**config.mk**
```make
export PLATFORM = sky130hd
export DESIGN_NAME = uart_tx_framer
export DESIGN_NICKNAME = d
export VERILOG_FILES = /design/src/rtl/uart_pkg.sv /design/src/rtl/uart_bit_timer.sv /design/src/rtl/uart_tx_framer.sv
export SDC_FILE = /design/constraint.sdc
export NUM_CORES = 1
export LEC_CHECK = 0
export CAP_MARGIN = 20
export CORE_MARGIN = 2
export CORE_UTILIZATION = 30
export CTS_CLUSTER_DIAMETER = 40
export CTS_CLUSTER_SIZE = 12
export DETAILED_ROUTE_END_ITERATION = 10
export GPL_TIMING_DRIVEN = 0
export SYNTH_ARGS = -nofsm -noshare
export SYNTH_HDL_FRONTEND = slang
export SYNTH_SLANG_ARGS = --single-unit
```
**constraint.sdc**
```tcl
create_clock -name clk -period 2.1 [get_ports clk]
set_clock_uncertainty 0.15 [all_clocks]
set_input_delay 0.42 -clock clk [delete_from_list [all_inputs] [get_ports clk]]
set_output_delay 0.42 -clock clk [all_outputs]
set_load 0.1 [all_outputs]
```
**src/rtl/uart_pkg.sv**
```systemverilog
// Shared UART constants, transmitter state encoding and parity helper.
// The receiver imports the same package so both ends agree on framing.
package uart_pkg;

    localparam int unsigned UART_OVERSAMPLE  = 16;
    localparam int unsigned UART_DATA_BITS   = 8;
    localparam logic        UART_IDLE_LEVEL  = 1'b1;
    localparam logic        UART_START_LEVEL = 1'b0;
    localparam int unsigned UART_FRAME_BITS  = 1 + UART_DATA_BITS + 1 + 1;

    typedef enum logic [2:0] {
        TX_IDLE   = 3'd0,
        TX_START  = 3'd1,
        TX_DATA   = 3'd2,
        TX_PARITY = 3'd3,
        TX_STOP   = 3'd4
    } tx_state_t;

    // Even parity: the returned bit makes the total count of ones even.
    function automatic logic even_parity(input logic [UART_DATA_BITS-1:0] data);
        return ^data;
    endfunction

endpackage

```
**src/rtl/uart_bit_timer.sv**
```systemverilog
// Counts oversample ticks within one bit period and flags the last tick.
module uart_bit_timer
    import uart_pkg::*;
#(
    parameter int unsigned OVERSAMPLE = UART_OVERSAMPLE
) (
    input  logic clk,
    input  logic reset,
    input  logic i_clear,
    input  logic i_enable,
    output logic o_bit_end_c
);

    localparam int unsigned TICK_W = $clog2(OVERSAMPLE);

    logic [TICK_W-1:0] r_tick_cnt;
    logic              w_last;

    assign w_last      = (r_tick_cnt == TICK_W'(OVERSAMPLE - 1));
    assign o_bit_end_c = i_enable && !i_clear && w_last;

    // Wraps only through the explicit last-tick compare.
    always_ff @(posedge clk or negedge reset) begin
        if (!reset) begin
            r_tick_cnt <= '0;
        end else if (i_clear) begin
            r_tick_cnt <= '0;
        end else if (i_enable) begin
            r_tick_cnt <= w_last ? '0 : r_tick_cnt + TICK_W'(1);
        end
    end

endmodule

```
**src/rtl/uart_tx_framer.sv**
```systemverilog
// UART transmitter: start, 8 data bits LSB first, even parity, stop.
// One-entry holding register lets frames run back to back with no idle bit.
module uart_tx_framer
    import uart_pkg::*;
#(
    parameter int unsigned OVERSAMPLE = UART_OVERSAMPLE,
    parameter int unsigned DATA_BITS  = UART_DATA_BITS
) (
    input  logic                 clk,
    input  logic                 reset,
    input  logic                 Tx_sample,
    input  logic                 Tx_EN,
    input  logic                 Tx_WR,
    input  logic [DATA_BITS-1:0] Tx_DATA,
    output logic                 TxD,
    output logic                 Tx_READY,
    output logic                 Tx_BUSY,
    output logic                 Tx_DONE
);

    localparam int unsigned BIT_W = $clog2(DATA_BITS);

    tx_state_t            r_state;
    logic                 r_txd;
    logic                 r_ready;
    logic                 r_busy;
    logic                 r_done;
    logic [DATA_BITS-1:0] r_hold;
    logic                 r_hold_valid;
    logic [DATA_BITS-1:0] r_shift;
    logic                 r_parity;
    logic [BIT_W-1:0]     r_bit_cnt;

    tx_state_t            w_nxt_state;
    logic                 w_nxt_txd;
    logic                 w_nxt_ready;
    logic                 w_nxt_busy;
    logic                 w_nxt_done;
    logic [DATA_BITS-1:0] w_nxt_hold;
    logic                 w_nxt_hold_valid;
    logic [DATA_BITS-1:0] w_nxt_shift;
    logic                 w_nxt_parity;
    logic [BIT_W-1:0]     w_nxt_bit_cnt;
    logic                 w_load;

    logic                 w_timer_clear;
    logic                 w_timer_enable;
    logic                 w_bit_end_c;

    // Timer is held at zero whenever no frame is on the line.
    assign w_timer_clear  = !Tx_EN || (r_state == TX_IDLE);
    assign w_timer_enable = Tx_sample && (r_state != TX_IDLE);

    uart_bit_timer #(
        .OVERSAMPLE (OVERSAMPLE)
    ) u_bit_timer (
        .clk         (clk),
        .reset       (reset),
        .i_clear     (w_timer_clear),
        .i_enable    (w_timer_enable),
        .o_bit_end_c (w_bit_end_c)
    );

    always_ff @(posedge clk or negedge reset) begin
        if (!reset) begin
            r_state      <= TX_IDLE;
            r_txd        <= UART_IDLE_LEVEL;
            r_ready      <= 1'b1;
            r_busy       <= 1'b0;
            r_done       <= 1'b0;
            r_hold       <= '0;
            r_hold_valid <= 1'b0;
            r_shift      <= '0;
            r_parity     <= 1'b0;
            r_bit_cnt    <= '0;
        end else begin
            r_state      <= w_nxt_state;
            r_txd        <= w_nxt_txd;
            r_ready      <= w_nxt_ready;
            r_busy       <= w_nxt_busy;
            r_done       <= w_nxt_done;
            r_hold       <= w_nxt_hold;
            r_hold_valid <= w_nxt_hold_valid;
            r_shift      <= w_nxt_shift;
            r_parity     <= w_nxt_parity;
            r_bit_cnt    <= w_nxt_bit_cnt;
        end
    end

    always_comb begin
        w_nxt_state      = r_state;
        w_nxt_txd        = r_txd;
        w_nxt_done       = 1'b0;
        w_nxt_hold       = r_hold;
        w_nxt_hold_valid = r_hold_valid;
        w_nxt_shift      = r_shift;
        w_nxt_parity     = r_parity;
        w_nxt_bit_cnt    = r_bit_cnt;
        w_load           = 1'b0;

        if (!Tx_EN) begin
            // Abort: the partial frame is dropped, not resumed.
            w_nxt_state      = TX_IDLE;
            w_nxt_txd        = UART_IDLE_LEVEL;
            w_nxt_hold_valid = 1'b0;
            w_nxt_bit_cnt    = '0;
        end else begin
            // READY mirrors an empty hold, so accept and drain never coincide.
            if (Tx_WR && r_ready) begin
                w_nxt_hold       = Tx_DATA;
                w_nxt_hold_valid = 1'b1;
            end

            unique case (r_state)
                TX_IDLE: begin
                    w_nxt_txd = UART_IDLE_LEVEL;
                    w_load    = r_hold_valid;
                end
                TX_START: begin
                    if (w_bit_end_c) begin
                        w_nxt_state   = TX_DATA;
                        w_nxt_txd     = r_shift[0];
                        w_nxt_bit_cnt = '0;
                    end
                end
                TX_DATA: begin
                    if (w_bit_end_c) begin
                        w_nxt_shift = r_shift >> 1;
                        if (r_bit_cnt == BIT_W'(DATA_BITS - 1)) begin
                            w_nxt_state = TX_PARITY;
                            w_nxt_txd   = r_parity;
                        end else begin
                            w_nxt_bit_cnt = r_bit_cnt + BIT_W'(1);
                            w_nxt_txd     = r_shift[1];
                        end
                    end
                end
                TX_PARITY: begin
                    if (w_bit_end_c) begin
                        w_nxt_state = TX_STOP;
                        w_nxt_txd   = UART_IDLE_LEVEL;
                    end
                end
                TX_STOP: begin
                    if (w_bit_end_c) begin
                        w_nxt_done = 1'b1;
                        if (r_hold_valid) begin
                            w_load = 1'b1;
                        end else begin
                            w_nxt_state = TX_IDLE;
                        end
                    end
                end
                default: begin
                    w_nxt_state = TX_IDLE;
                    w_nxt_txd   = UART_IDLE_LEVEL;
                end
            endcase

            // Load from the hold: start bit goes out on the same edge.
            if (w_load) begin
                w_nxt_shift      = r_hold;
                w_nxt_parity     = even_parity(r_hold);
                w_nxt_hold_valid = 1'b0;
                w_nxt_bit_cnt    = '0;
                w_nxt_state      = TX_START;
                w_nxt_txd        = UART_START_LEVEL;
            end
        end

        w_nxt_ready = !w_nxt_hold_valid;
        w_nxt_busy  = (w_nxt_state != TX_IDLE);
    end

    assign TxD      = r_txd;
    assign Tx_READY = r_ready;
    assign Tx_BUSY  = r_busy;
    assign Tx_DONE  = r_done;

endmodule

```
### Word-level counts from Yosys, hierarchy flattened

Index checks and enable logic that the tools add are counted.

* add/subtract/negate cells: 2
* eq/ne operators: 12
* mux-type cells: 38
* reductions and logical operators: 20

Operator list (count)
* $mux W3: 13
* $mux W8: 3
* $mux W1: 15
* $pmux W3 S5: 1
* $mux W4: 3
* $ne A4 B3 Y1 const B: 3
* $reduce_and A4 Y1: 2
* $reduce_xor A8 Y1: 1
* $eq A3 B2 Y1 const B: 2
* $eq A3 B3 Y1 const B: 2
* $pmux W3 S2: 1
* $reduce_bool A2 Y1: 3
* $reduce_bool A3 Y1: 2
* $add A4 B1 Y4 const B: 1
* $eq A4 B4 Y1 const B: 1
* $logic_and A1 B1 Y1: 4
* $ne A4 B1 Y1 const B: 1
* $ne A4 B4 Y1 const B: 1
* $pmux W1 S4: 1
* $reduce_and A2 Y1: 2
* $add A3 B1 Y3 const B: 1
* $eq A3 B1 Y1 const B: 1
* $logic_not A1 Y1: 3
* $logic_not A3 Y1: 1
* 4 further kinds: 4

* flip-flop bits (word level): 32
* bits of input ports: 13
* output and inout port bits: 4

### Logic depth before layout (Yosys ltp)

* depth in word-level cells: 11
* depth in mapped cells: 6
* depth with buffers taken out: 6

### Modules after synthesis

From an unflattened synthesis, not the netlist that was laid out.

* cells, all modules: 143
* area, all modules: 1702.9 sq um

Modules (own cells, without submodules)
* uart_tx_framer: instances 1, cells an instance 122, area each 1500.2 sq um
* uart_bit_timer: instances 1, cells an instance 21, area each 202.7 sq um

### Worst setup path before layout

Ideal clock, no wire load.

* path type: register to register
* start point: register u_bit_timer.r_tick_cnt[0]
* end point: register r_bit_cnt[0]
* arrival: 1.606 ns
* data required time: 1.825 ns
* path slack: 0.219 ns
* cell stages (with the launch flop): 7
* period minus slack after synthesis: 1.881 ns
* path through: dfrtp_1 ha_1 nand4_2 buf_6 a2111oi_4 o22ai_2 mux2_4

* cells in the longest elaborated chain, start to end: 7
* elaborated cells on any way between the ends: 12
* classes of those cells: 5 x eq/ne; 5 x mux; 2 x reduce/logical

Ends and longest elaborated chain
* start: declaration: RTL line uart_bit_timer.sv:16 `logic [TICK_W-1:0] r_tick_cnt;`
* start signal: assignment: RTL line uart_bit_timer.sv:29 `r_tick_cnt <= w_last ? '0 : r_tick_cnt + TICK_W'(1);`
* $eq A4 B4 Y1 (*): RTL line uart_bit_timer.sv:19 `assign w_last = (r_tick_cnt == TICK_W'(OVERSAMPLE - 1));`
* $logic_and A1 B1 Y1 (*): RTL line uart_bit_timer.sv:20 `assign o_bit_end_c = i_enable && !i_clear && w_last;`
* $mux W1: RTL line uart_tx_framer.sv:145 `if (w_bit_end_c) begin`
* $pmux W1 S2: RTL line uart_tx_framer.sv:114 `unique case (r_state)`
* $mux W1: RTL line uart_tx_framer.sv:101 `if (!Tx_EN) begin`
* $ne A4 B1 Y1 (no line), or another cell as far along
* $reduce_and A4 Y1 (no line) / $mux W3 (equally long branches)
* end signal: assignment: RTL line uart_tx_framer.sv:86 `r_bit_cnt <= w_nxt_bit_cnt;`
* end: declaration: RTL line uart_tx_framer.sv:32 `logic [BIT_W-1:0] r_bit_cnt;`

Every way passes the cells marked *; elsewhere a longest branch is shown, timed or not. The select of a mux whose other input is x is not followed.
A chain may end at the register's enable or synchronous reset.

### Worst setup path in the final report

* start point: register r_busy (netlist: Tx_BUSY)
* end point: output port Tx_BUSY

RTL lines
* start: declaration: RTL line uart_tx_framer.sv:26 `logic r_busy;`
* start signal: assignment: RTL line uart_tx_framer.sv:80 `r_busy <= w_nxt_busy;`
* end: declaration: RTL line uart_tx_framer.sv:17 `output logic Tx_BUSY,`

No word-level cell between the ends.

==> impl_metrics.csv <==
group,metric,value,unit
setup_path,cp-end-kind,"primary output",
timing,post-route-period-util,0.958,
die,die_h,78.0,µm
synthesis,synth_nets,169,
timing,setup_violations,0,
route,wl,3200,µm
setup_path,cp_top_family,"buffers and inverters",
synthesis,seq_area_frac_synth,0.489,
timing,maxSlewViolCount,0,
timing,rsz0062_at_grt,"no",
power,vdd.ir_drop.worst,0.450,mV
synthesis,syn_avg_cell_area,10.7,µm²
die,start_util,0.316,
grt,grt_usage,0.119,
place,portBuffers,16,
finish,diodes,0,
setup_path,worst-path-buf-inv,1,
timing,hold_viol_final,0,
job,drv_cap,0,
finish,nets,193,
setup_path,worstPathMaxFanout,1,
route,drc,0,
die,io_pins,17,
finish,fillers,538,
timing,relSlewSlack,0.367,
die,die_w,78.0,µm
finish,layout.cells.most_common,"dfrtp_1",
setup_path,critPathArrivalTime,1440,ps
place,gp_congestion,0.799,
clock_network,numCtsBuffers,5,
grt,grt_pass1_vias,1231,
timing,layout_setup_ws,87.9,ps
grt,grtUsageMet1,0.156,
route,ant_nets,0,
route,dr.pass1.iters,4,
finish,layout_common_cells,"dfrtp_1, nand2_1, a21oi_1, inv_1, clkdlybuf4s50_1",
power,powerDensity,878,mW/mm²
route,wire_per_inst,12.9,µm
grt,top_usage_layer,"met2",
clock_network,ctsLongestPathBuffers,2,
grt,grt_use_met3,0.0356,
grt,met2_usage,0.182,
clock_network,cts_hold_buf,0,
clock_network,clk_latency,290,ps
clock_network,clock_sinks,32,
clock_network,root_buffer,"clkbuf_8",
clock_network,cts_max_level,2,
finish,area_growth,23.9,%
setup_path,start_kind,"flip-flop",
synthesis,syn_inst,153,
grt,grt_max_degree,33,
setup_path,worstPathCellList,"dlygate4sd2_1",
setup_path,crit_slowest_cell,"dlygate4sd2_1",
die,core_area,0.00520,mm²
synthesis,synth_cell_types,41,
synthesis,mappedNetlistArea,0.00164,mm²
route,vias_per_cell,4.84,
grt,antenna_found_initial,0,
clock_network,cts_tree,"done",
place,post-place-ws,-357,ps
setup_path,max_stage_delay,840,ps
timing,finalSetupTns,0,ps
die,rows,26,
timing,post-route-min-period,2010,ps
status,status,"finished clean",
route,dr_total_vias,1200,
clock_network,clk_pin_slew,60,ps
synthesis,ys_ff_latch,32,
die,dieArea,0.00609,mm²
finish,drive_gt1_frac,0.213,
setup_path,crit_type,"reg -> out",
setup_path,cp_data_required_time,1530,ps
route,drt-initial-drc-count,62,
synthesis,synth-async-reset-ratio,1.00,
synthesis,synthFlopType,"dfrtp_1",
place,dp_hpwl,2230,µm
synthesis,synth-edff-count,0,
power,p_leak,0.903,nW
min_path,hold_path_class,"in -> async",
grt,grt_pass1_wl,5690,µm
synthesis,yosys_warnings,0,
grt,grt-ovfl-total,0,
timing,worstMarginPinSlew,953,ps
timing,clock.fmax,497,MHz
-- flip-flops by register name (all words and copies together), names as in the netlist --
| signal | flops |
|---|---|
| Tx_READY | 1 |
| TxD | 1 |
| Tx_DONE | 1 |
| r_shift | 8 |
| r_parity | 1 |
| Tx_BUSY | 1 |
| r_bit_cnt | 3 |
| r_state | 3 |
| u_bit_timer.r_tick_cnt | 4 |
| r_hold_valid | 1 |
| r_hold | 8 |
-- layout make-up --
class	count	area, µm²	area share
Sequential cell	32	803	0.394
Multi-Input combinational cell	103	777	0.381
Timing Repair Buffer	17	161	0.0792
Clock buffer	7	96.3	0.0473
Tap cell	70	87.6	0.0430
Buffer	8	43.8	0.0215
Inverter	10	37.5	0.0184
Clock inverter	1	30.0	0.0147
-- cell usage after synthesis (all sizes together), types with 2 or more instances --
cell / instances / area share
xor2: 3 / 0.016
nor2: 7 / 0.016
inv: 10 / 0.023
xnor2: 7 / 0.037
mux2: 9 / 0.064
o22ai: 9 / 0.038
dfrtp: 30 / 0.46
o21ai: 6 / 0.018
dfstp: 2 / 0.032
nor3: 2 / 0.0061
a2bb2oi: 2 / 0.011
clkbuf: 2 / 0.0046
nand2: 12 / 0.027
buf: 6 / 0.021
nand2b: 3 / 0.011
a211o: 2 / 0.011
a22o: 3 / 0.016
mux2i: 3 / 0.018
and2: 4 / 0.015
ha: 3 / 0.023
a21oi: 12 / 0.037
a221oi: 2 / 0.011
nand4: 2 / 0.015
-- kinds of logic after synthesis --
family	Yosys count	share of synthesized area
mux	12	0.0822
compound gates	42	0.183
simple gates	36	0.121
flops	32	0.489
fa+ha+maj	3	0.0228
xor+xnor	10	0.0533
buf+inv	18	0.0487
-- path summary, 6_finish.rpt --
kind                                 to  slack [ps]  cells after the start                       from
max in group asynchronous    r_shift[3]        1300                      1                      reset
setup reg to reg           r_bit_cnt[0]         110                      6  u_bit_timer.r_tick_cnt[1]
hold reg to reg                r_parity         340                      2                   r_parity
hold / removal                  Tx_DONE          30                      1                      reset
min in group clk               r_parity         340                      2                   r_parity
setup / recovery                Tx_BUSY          90                      1                    Tx_BUSY
-- repair_timing --
item | CTS | global route
setup endpoints to repair | 7 | 19
buffers inserted | 0 | 1
gates resized for setup | 9 | 5
pin swaps | 0 | 0
-- routing by layer --
layer  vias up  part of all wire
met5         -                 0
met1       570              0.47
met2        28              0.47
met4         0             0.018
met3         6             0.046
li1        596                 -
-- through the flow --
step / cells / hold slack (ps) / util / power (W) / instance area [µm²]
3_5_place_dp: 239 / 328 / 0.363 / 0.00116 / 1890
6_report: 248 / 34.2 / 0.391 / 0.00179 / 2040
3_3_place_gp: 239 / 315 / 0.363 / 0.00114 / 1890
5_1_grt: 248 / 91.6 / 0.391 / 0.00189 / 2040
4_1_cts: 247 / 59.5 / 0.387 / 0.00181 / 2010
2_1_floorplan: 153 / -25.6 / - / 0.00105 / 1640
-- power by group --
group	leakage, nW	switching, W	internal (W)
Sequential	0.395	0.0000725	0.000720
Clock	0.0645	0.000230	0.000418
Combinational	0.443	0.000177	0.000172
(Power assumes the default switching activity.)
==> edit: new RTL, same flow settings <==
`UART_DATA_BITS`: 8 -> 16.
--- a/src/rtl/uart_pkg.sv
+++ b/src/rtl/uart_pkg.sv
@@ -3,7 +3,7 @@
 package uart_pkg;
 
     localparam int unsigned UART_OVERSAMPLE  = 16;
-    localparam int unsigned UART_DATA_BITS   = 8;
+    localparam int unsigned UART_DATA_BITS   = 16;
     localparam logic        UART_IDLE_LEVEL  = 1'b1;
     localparam logic        UART_START_LEVEL = 1'b0;
     localparam int unsigned UART_FRAME_BITS  = 1 + UART_DATA_BITS + 1 + 1;
Ports: changed (resized Tx_DATA); port bits go from 17 to 25. No check against the original RTL was run, so the function may have changed too.
==> edit against the original RTL <==
Sequential cell count grew 17. Sequential power grew 60%. Die area grew 46%. Via count grew 45%. Final area grew 48%. Synthesized area grew 49%. Routed wire length grew 44%. Power grew 58%. Setup slack lost 15 ps. Critical path type unchanged. Critical endpoint unchanged. Largest power group unchanged.
==> edit: results (changes against the original RTL) <==
\begin{tabular}{lr}
\hline
Metric & Value \\
\hline
\multicolumn{2}{l}{\textbf{Route}} \\
Count of routing violations after the opening detailed-route iteration & 103 (+66\%) \\
Met2 routed WL & 2220 um (+47\%) \\
\multicolumn{2}{l}{\textbf{Layout}} \\
Registers with the highest flip-flop counts & r\_hold x16, r\_shift x16 \\
Total number of nets in the final design & 284 (+47\%) \\
Final Non-Filler Cells & 364 (+47\%) \\
\multicolumn{2}{l}{\textbf{Yosys}} \\
Largest cells by area after synthesis & dfrtp\_1 48\%, mux2i\_1 8.2\%, mux2\_2 7.4\% \\
Library cells used by synthesis & 43 (+4.9\%) \\
Synthesized instance count & 227 (+48\%) \\
Post-synthesis adder-cell area fraction & 0.0102 (-0.0126) \\
Complex-gate fraction of the synthesized area & 0.0987 (-0.0847) \\
List of most frequent post-synthesis cells & 47 x dfrtp\_1, 26 x nand2\_1, 20 x mux2i\_1 \\
Proportion of synthesized area in mux cells & 0.155 (+0.0733) \\
\multicolumn{2}{l}{\textbf{Setup path}} \\
Cell with the biggest individual delay on the critical path & clkdlybuf4s15\_1 \\
Biggest cell delay along the critical path & 820 ps (-20 ps) \\
\multicolumn{2}{l}{\textbf{Power}} \\
Proportion of power drawn by the clock network & 0.281 (-0.081) \\
Net Sw Power & 819 uW (+71\%) \\
Power attributed to sequential cells & 1.27 mW (+60\%) \\
Maximum vdd drop & 0.000467 V (+3.9\%) \\
\multicolumn{2}{l}{\textbf{Clock tree}} \\
Clock latency at the later pin of the worst-skew pair & 310 ps (+20 ps) \\
Clock-pin transition on the worst setup and hold timing paths & 90 ps (+30 ps) \\
\multicolumn{2}{l}{\textbf{Placed design}} \\
Half-perimeter wire length after placement & 3380 um (+52\%) \\
Weighted congestion reported at the end of routability-driven placement & 0.844 (+5.6\%) \\
Total placed instance area & 2820 um2 (+49\%) \\
\multicolumn{2}{l}{\textbf{Global routing}} \\
Global-route track usage on met2 & 0.193 (+0.0116) \\
Wire length of the first global-routing pass & 8060 um (+42\%) \\
Global-route usage over all layers & 0.115 (-0.00443) \\
\multicolumn{2}{l}{\textbf{Status}} \\
Result of the run & finished, final reports clean \\
\multicolumn{2}{l}{\textbf{Worst hold path}} \\
Hold WC Path Type & in2reg \\
\hline
\end{tabular}
edit: cell count changes in the layout (fill, tap and decap cells not counted), moves of 8 or more:
cell     unedited run  this run
dfrtp_1            30        47
mux2i_1             3        20
nand2_1            12        26
o21ai_0             5        15
a21oi_1            12         3
mux2_2              8        16
edit: final timing paths:
path / start / end / slack, ps / depth (start not counted)
setup / recovery: Tx_BUSY / Tx_BUSY / 70 / 1
hold / removal: Tx_sample / Tx_DONE / 320 / 3
setup reg to reg: u_bit_timer.r_tick_cnt[1] / r_shift[9] / 120 / 8
hold reg to reg: r_shift[0] / r_shift[0] / 340 / 2
max in group asynchronous: reset / Tx_READY / 780 / 3
min in group asynchronous: reset / r_hold[11] / 430 / 2
edit: tightest hold or removal path: cells and delay by family:
family | cells | cell delay (ps)
and+or+nand+nor | 2 | 170
buffers and inverters | 1 | 150
edit: cell type report:
cell class,instances,area (um2)
multi-input combinational,162,1140
clock buffer,5,68.8
timing repair buffer,28,283
buffer,10,76.3
clock inverter,3,65.1
fill,775,4800
inverter,5,18.8
tap,102,128
sequential,49,1230
edit: logic make-up (layout without fill, tap and decap cells):
| kind of cell | Yosys count | in the layout |
|---|---|---|
| muxes | 36 | 36 |
| xor gates and xnor gates | 18 | 18 |
| and+or+nand+nor | 66 | 66 |
| adders and majority gates | 2 | 2 |
| DFF | 49 | 49 |
| buffers and inverters | 16 | 51 |
| AOI/OAI and AO/OA | 40 | 40 |
edit: repair_timing:
item,CTS,global route
hold buffers,1,0
setup endpoints to repair,31,30
gates resized for setup,9,7
pin swaps,0,1
setup buffers,1,2
endpoints found under the hold margin,17,0
